===== src/rtl/lfsr_rr_sched_if.sv =====
// Handshake bundle between the shared-LFSR scheduler and its requesters.
// Latency: none (wires only).
// Backpressure: none here; a requester holds req until its one-cycle ack.
//
// Signals:
//   req       requester -> scheduler  N_REQ  level request per requester
//   seed_load requester -> scheduler  1      load seed (honoured only when idle)
//   seed      requester -> scheduler  26     seed, q[1] (MSB) .. q[26] (LSB)
//   ack       scheduler -> requester  N_REQ  one-hot pulse, rnd_out valid with it
//   grant_id  scheduler -> requester  GW     index of the requester being served
//   rnd_out   scheduler -> requester  26     delivered word
//   busy      scheduler -> requester  1      high while stepping / acking
interface lfsr_rr_sched_if #(
  parameter int N_REQ = 4
);
  localparam int GW = $clog2(N_REQ);

  logic [N_REQ-1:0] req;
  logic             seed_load;
  logic [25:0]      seed;
  logic [N_REQ-1:0] ack;
  logic [GW-1:0]    grant_id;
  logic [25:0]      rnd_out;
  logic             busy;

  // Requester / client side.
  modport master (
    output req,
    output seed_load,
    output seed,
    input  ack,
    input  grant_id,
    input  rnd_out,
    input  busy
  );

  // Scheduler side.
  modport slave (
    input  req,
    input  seed_load,
    input  seed,
    output ack,
    output grant_id,
    output rnd_out,
    output busy
  );
endinterface


===== src/rtl/lfsr_rr_sched.sv =====
// Round-robin scheduler sharing one 26-bit Galois LFSR among N_REQ requesters.
// Latency: STEPS cycles from the req sampling edge to ack; one word per STEPS+2 cycles.
// Backpressure: requests are level-held and sampled only in IDLE; seed_load while busy is dropped.
//
// Ports:
//   clk            clock
//   rst_n          synchronous active-low reset
//   bus            lfsr_rr_sched_if.slave (req, seed_load, seed -> ack, grant_id, rnd_out, busy)
//   words_served   [15:0] count of delivered words, wraps     (only with LFSR_RR_SCHED_CNT_EN)
//   seed_seen      sticky flag, set by an accepted seed_load  (only with LFSR_RR_SCHED_CNT_EN)
//
// Optional feature macro: LFSR_RR_SCHED_CNT_EN adds words_served and seed_seen.
//
// Bit ordering: the spec-style register q[1:26] (q[1] = MSB) is held as
// lfsr_q[25:0], so q[k] lives at lfsr_q[26-k] and q[26] is lfsr_q[0].
module lfsr_rr_sched #(
  parameter int N_REQ = 4,
  parameter int STEPS = 26
) (
  input  logic                  clk,
  input  logic                  rst_n,
  lfsr_rr_sched_if.slave        bus
`ifdef LFSR_RR_SCHED_CNT_EN
  ,
  output logic [15:0]           words_served,
  output logic                  seed_seen
`endif
);

  localparam int GW    = $clog2(N_REQ);
  localparam int CNT_W = 6;

  // Feedback mask: q[26] folds into q[1], q[2], q[8] and q[9] while the rest
  // of the register shifts one place towards q[26].
  localparam logic [25:0] TAPS     = 26'h3060000;
  localparam logic [25:0] LFSR_ONE = 26'd1;

  typedef enum logic [1:0] {
    S_IDLE = 2'd0,
    S_STEP = 2'd1,
    S_ACK  = 2'd2
  } state_t;

  // ---------------------------------------------------------------------------
  // State
  // ---------------------------------------------------------------------------
  state_t           state_q;
  logic [25:0]      lfsr_q;
  logic [CNT_W-1:0] cnt_q;
  logic [GW-1:0]    ptr_q;
  logic [GW-1:0]    grant_q;
  logic [N_REQ-1:0] ack_q;
  logic [25:0]      rnd_q;
  logic             busy_q;

  // ---------------------------------------------------------------------------
  // Next-value helpers
  // ---------------------------------------------------------------------------
  logic [25:0]      lfsr_step_d;
  logic [25:0]      seed_val_d;
  logic [N_REQ-1:0] ack_d;

  // One LFSR step. All-zero is a lock-up state for a Galois LFSR, so it is
  // replaced by the reset value rather than stepped.
  always_comb begin
    lfsr_step_d = LFSR_ONE;
    if (lfsr_q != '0) begin
      lfsr_step_d = {1'b0, lfsr_q[25:1]} ^ (lfsr_q[0] ? TAPS : 26'd0);
    end
  end

  // A zero seed would lock the LFSR up, so it is mapped to the reset value.
  always_comb begin
    seed_val_d = bus.seed;
    if (bus.seed == '0) begin
      seed_val_d = LFSR_ONE;
    end
  end

  // One-hot ack for the requester currently being served.
  always_comb begin
    ack_d = N_REQ'(1) << grant_q;
  end

  // ---------------------------------------------------------------------------
  // Round-robin pick: first asserted request strictly above ptr_q, else the
  // lowest asserted request overall (the wrap). Scanning downward lets the
  // last hit in each class be the lowest index of that class.
  // ---------------------------------------------------------------------------
  logic          pick_vld;
  logic [GW-1:0] pick_idx;
  logic          hi_vld;
  logic [GW-1:0] hi_idx;
  logic [GW-1:0] lo_idx;

  always_comb begin
    hi_vld   = 1'b0;
    hi_idx   = '0;
    lo_idx   = '0;
    pick_vld = 1'b0;
    for (int i = N_REQ - 1; i >= 0; i--) begin
      if (bus.req[i]) begin
        pick_vld = 1'b1;
        lo_idx   = GW'(i);
        if (i > int'(ptr_q)) begin
          hi_vld = 1'b1;
          hi_idx = GW'(i);
        end
      end
    end
    pick_idx = hi_vld ? hi_idx : lo_idx;
  end

  // ---------------------------------------------------------------------------
  // Optional service counters
  // ---------------------------------------------------------------------------
`ifdef LFSR_RR_SCHED_CNT_EN
  logic [15:0] words_q;
  logic        seed_seen_q;
`endif

  // ---------------------------------------------------------------------------
  // Controller. All outputs are registered; ack and rnd_out are loaded on the
  // last STEP edge so that they are valid together for exactly the ACK cycle.
  // ---------------------------------------------------------------------------
  always_ff @(posedge clk) begin
    if (!rst_n) begin
      state_q     <= S_IDLE;
      lfsr_q      <= LFSR_ONE;
      cnt_q       <= '0;
      ptr_q       <= GW'(N_REQ - 1);
      grant_q     <= '0;
      ack_q       <= '0;
      rnd_q       <= '0;
      busy_q      <= 1'b0;
`ifdef LFSR_RR_SCHED_CNT_EN
      words_q     <= '0;
      seed_seen_q <= 1'b0;
`endif
    end else begin
      ack_q <= '0;
      case (state_q)
        S_IDLE: begin
          // Seed takes priority; a concurrent request simply waits a cycle.
          if (bus.seed_load) begin
            lfsr_q <= seed_val_d;
`ifdef LFSR_RR_SCHED_CNT_EN
            seed_seen_q <= 1'b1;
`endif
          end else if (pick_vld) begin
            grant_q <= pick_idx;
            cnt_q   <= CNT_W'(STEPS - 1);
            busy_q  <= 1'b1;
            state_q <= S_STEP;
          end
        end

        S_STEP: begin
          lfsr_q <= lfsr_step_d;
          if (cnt_q == '0) begin
            ack_q   <= ack_d;
            rnd_q   <= lfsr_step_d;
            state_q <= S_ACK;
`ifdef LFSR_RR_SCHED_CNT_EN
            words_q <= words_q + 16'd1;
`endif
          end else begin
            cnt_q <= cnt_q - CNT_W'(1);
          end
        end

        S_ACK: begin
          // The winner drops to lowest priority for the next arbitration.
          ptr_q   <= grant_q;
          busy_q  <= 1'b0;
          state_q <= S_IDLE;
        end

        default: begin
          busy_q  <= 1'b0;
          state_q <= S_IDLE;
        end
      endcase
    end
  end

  // ---------------------------------------------------------------------------
  // Outputs
  // ---------------------------------------------------------------------------
  assign bus.ack      = ack_q;
  assign bus.grant_id = grant_q;
  assign bus.rnd_out  = rnd_q;
  assign bus.busy     = busy_q;

`ifdef LFSR_RR_SCHED_CNT_EN
  assign words_served = words_q;
  assign seed_seen    = seed_seen_q;
`endif

endmodule


===== src/flat_wrapper.sv =====
// flat-port wrapper written by rule: the top's interface ports become plain ports
module lfsr_rr_sched_flat 
#(
  parameter int N_REQ = 4,
  parameter int STEPS = 26
)
  (clk, rst_n, bus_req, bus_seed_load, bus_seed, bus_ack, bus_grant_id, bus_rnd_out, bus_busy);
  lfsr_rr_sched_if #(.N_REQ(N_REQ)) bus_i ();
  input  logic clk;
  input  logic rst_n;
  input wire logic [$bits(bus_i.req)-1:0] bus_req;
  input wire logic [$bits(bus_i.seed_load)-1:0] bus_seed_load;
  input wire logic [$bits(bus_i.seed)-1:0] bus_seed;
  output wire logic [$bits(bus_i.ack)-1:0] bus_ack;
  output wire logic [$bits(bus_i.grant_id)-1:0] bus_grant_id;
  output wire logic [$bits(bus_i.rnd_out)-1:0] bus_rnd_out;
  output wire logic [$bits(bus_i.busy)-1:0] bus_busy;
  assign bus_i.req = bus_req;
  assign bus_i.seed_load = bus_seed_load;
  assign bus_i.seed = bus_seed;
  assign bus_ack = bus_i.ack;
  assign bus_grant_id = bus_i.grant_id;
  assign bus_rnd_out = bus_i.rnd_out;
  assign bus_busy = bus_i.busy;
  lfsr_rr_sched #(.N_REQ(N_REQ), .STEPS(STEPS)) u_core (.clk(clk), .rst_n(rst_n), .bus(bus_i));
endmodule

===== config.mk =====
export PLATFORM = sky130hd
export DESIGN_NAME = lfsr_rr_sched_flat
export DESIGN_NICKNAME = d
export VERILOG_FILES = /design/src/rtl/lfsr_rr_sched_if.sv /design/src/rtl/lfsr_rr_sched.sv /design/src/flat_wrapper.sv
export SDC_FILE = /design/constraint.sdc
export NUM_CORES = 1
export LEC_CHECK = 0
export ABC_AREA = 1
export BUFFER_PORTS_ARGS = -buffer_cell sky130_fd_sc_hd__buf_4
export CORE_MARGIN = 1.5
export CORE_UTILIZATION = 56
export CTS_BUF_LIST = sky130_fd_sc_hd__clkbuf_2 sky130_fd_sc_hd__clkbuf_4 sky130_fd_sc_hd__clkbuf_8
export DETAILED_ROUTE_END_ITERATION = 16
export PLACE_DENSITY = 0.92
export SYNTH_ARGS = -nofsm -noshare
export SYNTH_HDL_FRONTEND = slang
export SYNTH_SLANG_ARGS = --single-unit

===== constraint.sdc =====
create_clock -name clk -period 1.9 [get_ports clk]
set_input_delay 0.285 -clock clk [delete_from_list [all_inputs] [get_ports clk]]
set_output_delay 0.285 -clock clk [all_outputs]
set_load 0.1 [all_outputs]

Yosys cells after proc, flatten, opt, wreduce, memory -nomap -nowiden
Cells that the tools add are included.

word-level totals
  register bits = 69
  latch bits = 0
  memory bits (writable) = 0
  ROM bits = 0
  input port bits = 33
  output and inout port bits = 33
  logic and storage cells = 72
  memories = 0

operators by class
  add/sub/neg operators = 1
  $mul = 0
  divide/modulo/power cells = 0
  order comparisons = 3
  eq/ne operators = 7
  shifts and indexed selects = 1
  multiplexer cells = 37
  bitwise operators = 3
  reductions and logical operators = 12

operators by type and width
  operator               number
  $mux W26               4
  $pmux W26 S2           1
  $mux W2                14
  $logic_not A26 Y1      1
  $reduce_bool A26 Y1    1
  $xor A25 B26 Y26       1
  $mux W6                3
  $mux W1                12
  $pmux W6 S2            1
  $reduce_and A3 Y1      4
  $logic_not A6 Y1       1
  $ne A2 B2 Y1 const B   3
  $sub A6 B1 Y6 const B  1
  $gt A2 B2 Y1 const A   2
  $ne A2 B1 Y1 const B   2
  $pmux W2 S2            1
  $reduce_and A2 Y1      2
  $reduce_and A4 Y1      1
  $shl A1 B2 Y4 const A  1
  $eq A2 B1 Y1 const B   1
  $eq A2 B2 Y1 const B   1
  $gt A1 B2 Y1 const A   1
  $logic_not A2 Y1       1
  $not A1 Y1             2
  other kinds (2)        2

Longest topological paths before layout
  word-level depth = 8
  depth in mapped cells = 9
  gate-level depth less buffers = 9

Worst setup path after synthesis
No wires, ideal clock.

  path kind = register to register
  from = register, netlist name u_core.bus.grant_id[1]
  to = register u_core.grant_q[1], in the netlist u_core.bus.grant_id[1]
  library setup time = 87 ps
  data arrival time = 1394 ps
  required time = 1813 ps
  setup slack = 419 ps
  cell stages (with the launch flop) = 3
  path buffers = 0
  period minus slack after synthesis = 1481 ps
  path through = dfxtp_1 -> inv_1 -> o31ai_1

RTL lines
  element                 line                  text
  end signal: assignment  lfsr_rr_sched.sv:151  grant_q <= pick_idx;
  end: declaration        lfsr_rr_sched.sv:51   logic [GW-1:0] grant_q;

Final worst setup path
  from = register u_core.cnt_q[0]
  to = register u_core.rnd_q[16], in the netlist u_core.bus.rnd_out[16]

between the ends
  longest elaborated chain between the ends = 2

ends and longest elaborated chain
  element                      line                  text
  start: declaration           lfsr_rr_sched.sv:49   logic [CNT_W-1:0] cnt_q;
  start signal: assignment     lfsr_rr_sched.sv:152  cnt_q <= CNT_W'(STEPS - 1);
  start signal: assignment     lfsr_rr_sched.sv:168  cnt_q <= cnt_q - CNT_W'(1);
  $logic_not A6 Y1             lfsr_rr_sched.sv:160  if (cnt_q == '0) begin
  $reduce_and A2 Y1 (no line)  n/a
  end signal: assignment       lfsr_rr_sched.sv:162  rnd_q <= lfsr_step_d;
  end: declaration             lfsr_rr_sched.sv:53   logic [25:0] rnd_q;

No other way between the ends.
A chain may end at the register's enable or synchronous reset.

==> results.toml <==
[critical_path]
crit_arrival_ps = 1980
cp_max_fo = 20
crit-reg2reg-launch = "u_core.cnt_q[0]"
worst-setup-path-type = "reg2reg"
startpoint_type = "flop"
crit_path_end_kind = "flop"
r2r_slack_ps = 180
required_ps = 2160
worstRegToRegCells = 7
worstSetupStartpoint = "u_core.cnt_q[0]"

[global_routing]
grt_max_degree = 29
grt_use_total_pct = 26.0
grt_pass1_vias = 2715
antenna_found_initial = 0
grt_overflow = 0
grt_pass1_wl_um = 12200

[timing]
tns_ps = 0
clock.fmax_mhz = 583
slew_headroom_pct = 56.1
final.setup_skew_ps = 5.57
setup_violations = 0
hold_viol = 0
tightest_slew_ps = 657
slew_viol_final = 0
rsz0062_at_grt = "false"
hold_slack_ps = 251
fin_crit_sh_pct = 90.3
period_minus_slack_ps = 1720

[placed_design]
portBuffers = 65
dp_cells = 538
dpl.hpwl_um = 5060
placed_area_um2 = 3540
routabilityCongestion = 0.862

[yosys]
avgSynthCellArea_um2 = 7.31
synth-seq-cells = 69
ys_top_cells_by_count = "nand2_1, inv_1, dfxtp_1"
synth.top_cell.area_share_pct = 45.2
synth.area.top_cells = "dfxtp_1, nand2_1, inv_1"
synth_nets = 452
synthFlopType = "dfxtp_1"
netlist_instances = 418
synth_area_um2 = 3060
synthArstFlopShare_pct = 0
synth_edf_count = 0
ys_seq_area_share_pct = 45.2
ys_types = 34
yosysTopAreaCell = "dfxtp_1"
post-synth-top-count-cell = "nand2_1"
ys_warn_count = 0

[run]
maxCapViolations = 0

[finish]
area_growth_pct = 24.0
drive_gt1_share_pct = 20.2
final_area_um2 = 3790
diodes = 0
nets = 513
final_cells = 554

[routing]
drc = 0
drt_iter0_drc = 276
firstDrtPassIters = 5
routedWlPerCell_um = 13.2
avgViaCountPerCell = 5.40
vias = 2991
wl_um = 7330
antenna_left = 0

[hold_path]
holdCritStartpoint = "bus_seed[15]"
hold_path_class = "in2reg"
min_path_cells = 5

[die]
die_x_um = 76.9
core_area_um2 = 5170
fp.dieH_um = 76.9
start_util_pct = 59.1
io_pins = 66
rows = 26
die-area_um2 = 5910

[pwr]
power.density_nw_per_um2 = 1100
p_leak_nw = 1.87
peakVddDrop_mv = 0.641
power_mw = 4.17

[clock_tree]
cts_setup_buffers = 0
clock_latency_ps = 340
post_cts_resized = 0
clock_sinks = 69
h-tree-depth = 3
numCtsBuffers = 9
cts_root_buf = "clkbuf_8"
cts_buffer_depth = 2
cts.clk_slew.worst_paths_ps = 70
cts_tree = "yes"
ctsHoldBuffers = 0

[status]
run_status = "completed"
==> per-layer routing <==
metal  track usage (%)  vias up  wire, µm  part of all wire, %
met3              6.19       14       501                  6.8
li1                  -     1468         -                    -
met5                 0        -         0                    0
met2              42.7      125      3560                   49
met1              32.2     1384      3140                   43
met4              11.5        0       126                  1.7
==> worst max-delay path: stages (launching register included) <==
cell     delay [ps]
dfxtp_1         310
inv_1            80
ha_1            260
nand3_2         120
nor2_4           40
inv_1           500
nand3_1         190
o21ai_1         140
==> power by group <==
| group | switching [mW] | total, mW | internal, mW |
|---|---|---|---|
| clock network | 0.539 | 1.42 | 0.881 |
| registers | 0.0800 | 1.66 | 1.58 |
| logic | 0.783 | 1.10 | 0.316 |
| total | 1.40 | 4.17 | 2.77 |
==> layout make-up <==
cell class	instances	area, µm²
clock buffers	13	179
repair buffers	70	526
fillers	393	1390
multi-input cells	255	1270
inverters	74	278
clock inverters	3	65.1
flip-flops and latches	69	1380
well taps	70	87.6
==> worst paths after layout <==
kind,to
worst max-delay path,u_core.bus.rnd_out[16]
worst max register to register,u_core.bus.rnd_out[16]
worst min register to register,u_core.bus.busy
worst min-delay path,u_core.lfsr_q[15]
==> through the flow <==
stage	setup slack (ps)	util (%)
finish	184	73.2
global route	69.5	73.2
CTS	205	73.2
detailed placement	304	68.5
global placement	340	68.5
floorplan	419	-
==> registers in the layout (all words and copies together) (netlist names) <==
register / cells
u_core.bus.rnd_out: 26
u_core.lfsr_q: 26
u_core.cnt_q: 6
u_core.bus.ack: 4
u_core.bus.grant_id: 2
u_core.ptr_q: 2
u_core.state_q: 2
u_core.bus.busy: 1
==> layout by cell type (no fill, tap or decap), types with 7 or more instances in the layout <==
cell type and count:
dfxtp_1 69, clkbuf_8 13, nand2_1 82, nor2_1 39, inv_1 73, a21oi_1 20, buf_4 70, o21ai_0 26
nand3_1 29, o21ai_1 7, o221ai_1 20
==> cells by family (layout without fill, tap and decap cells) <==
group / count (synthesis) / after routing / synth area share [%]
buffers and inverters: 94 / 160 / 13.2
xor gates and xnor gates: 4 / 4 / 1.15
adders and majority gates: 1 / 1 / 0.409
DFF: 69 / 69 / 45.2
AOI/OAI and AO/OA: 81 / 81 / 16.2
and+or+nand+nor: 169 / 169 / 23.8
No activity file was read; power rests on OpenSTA's default activity.
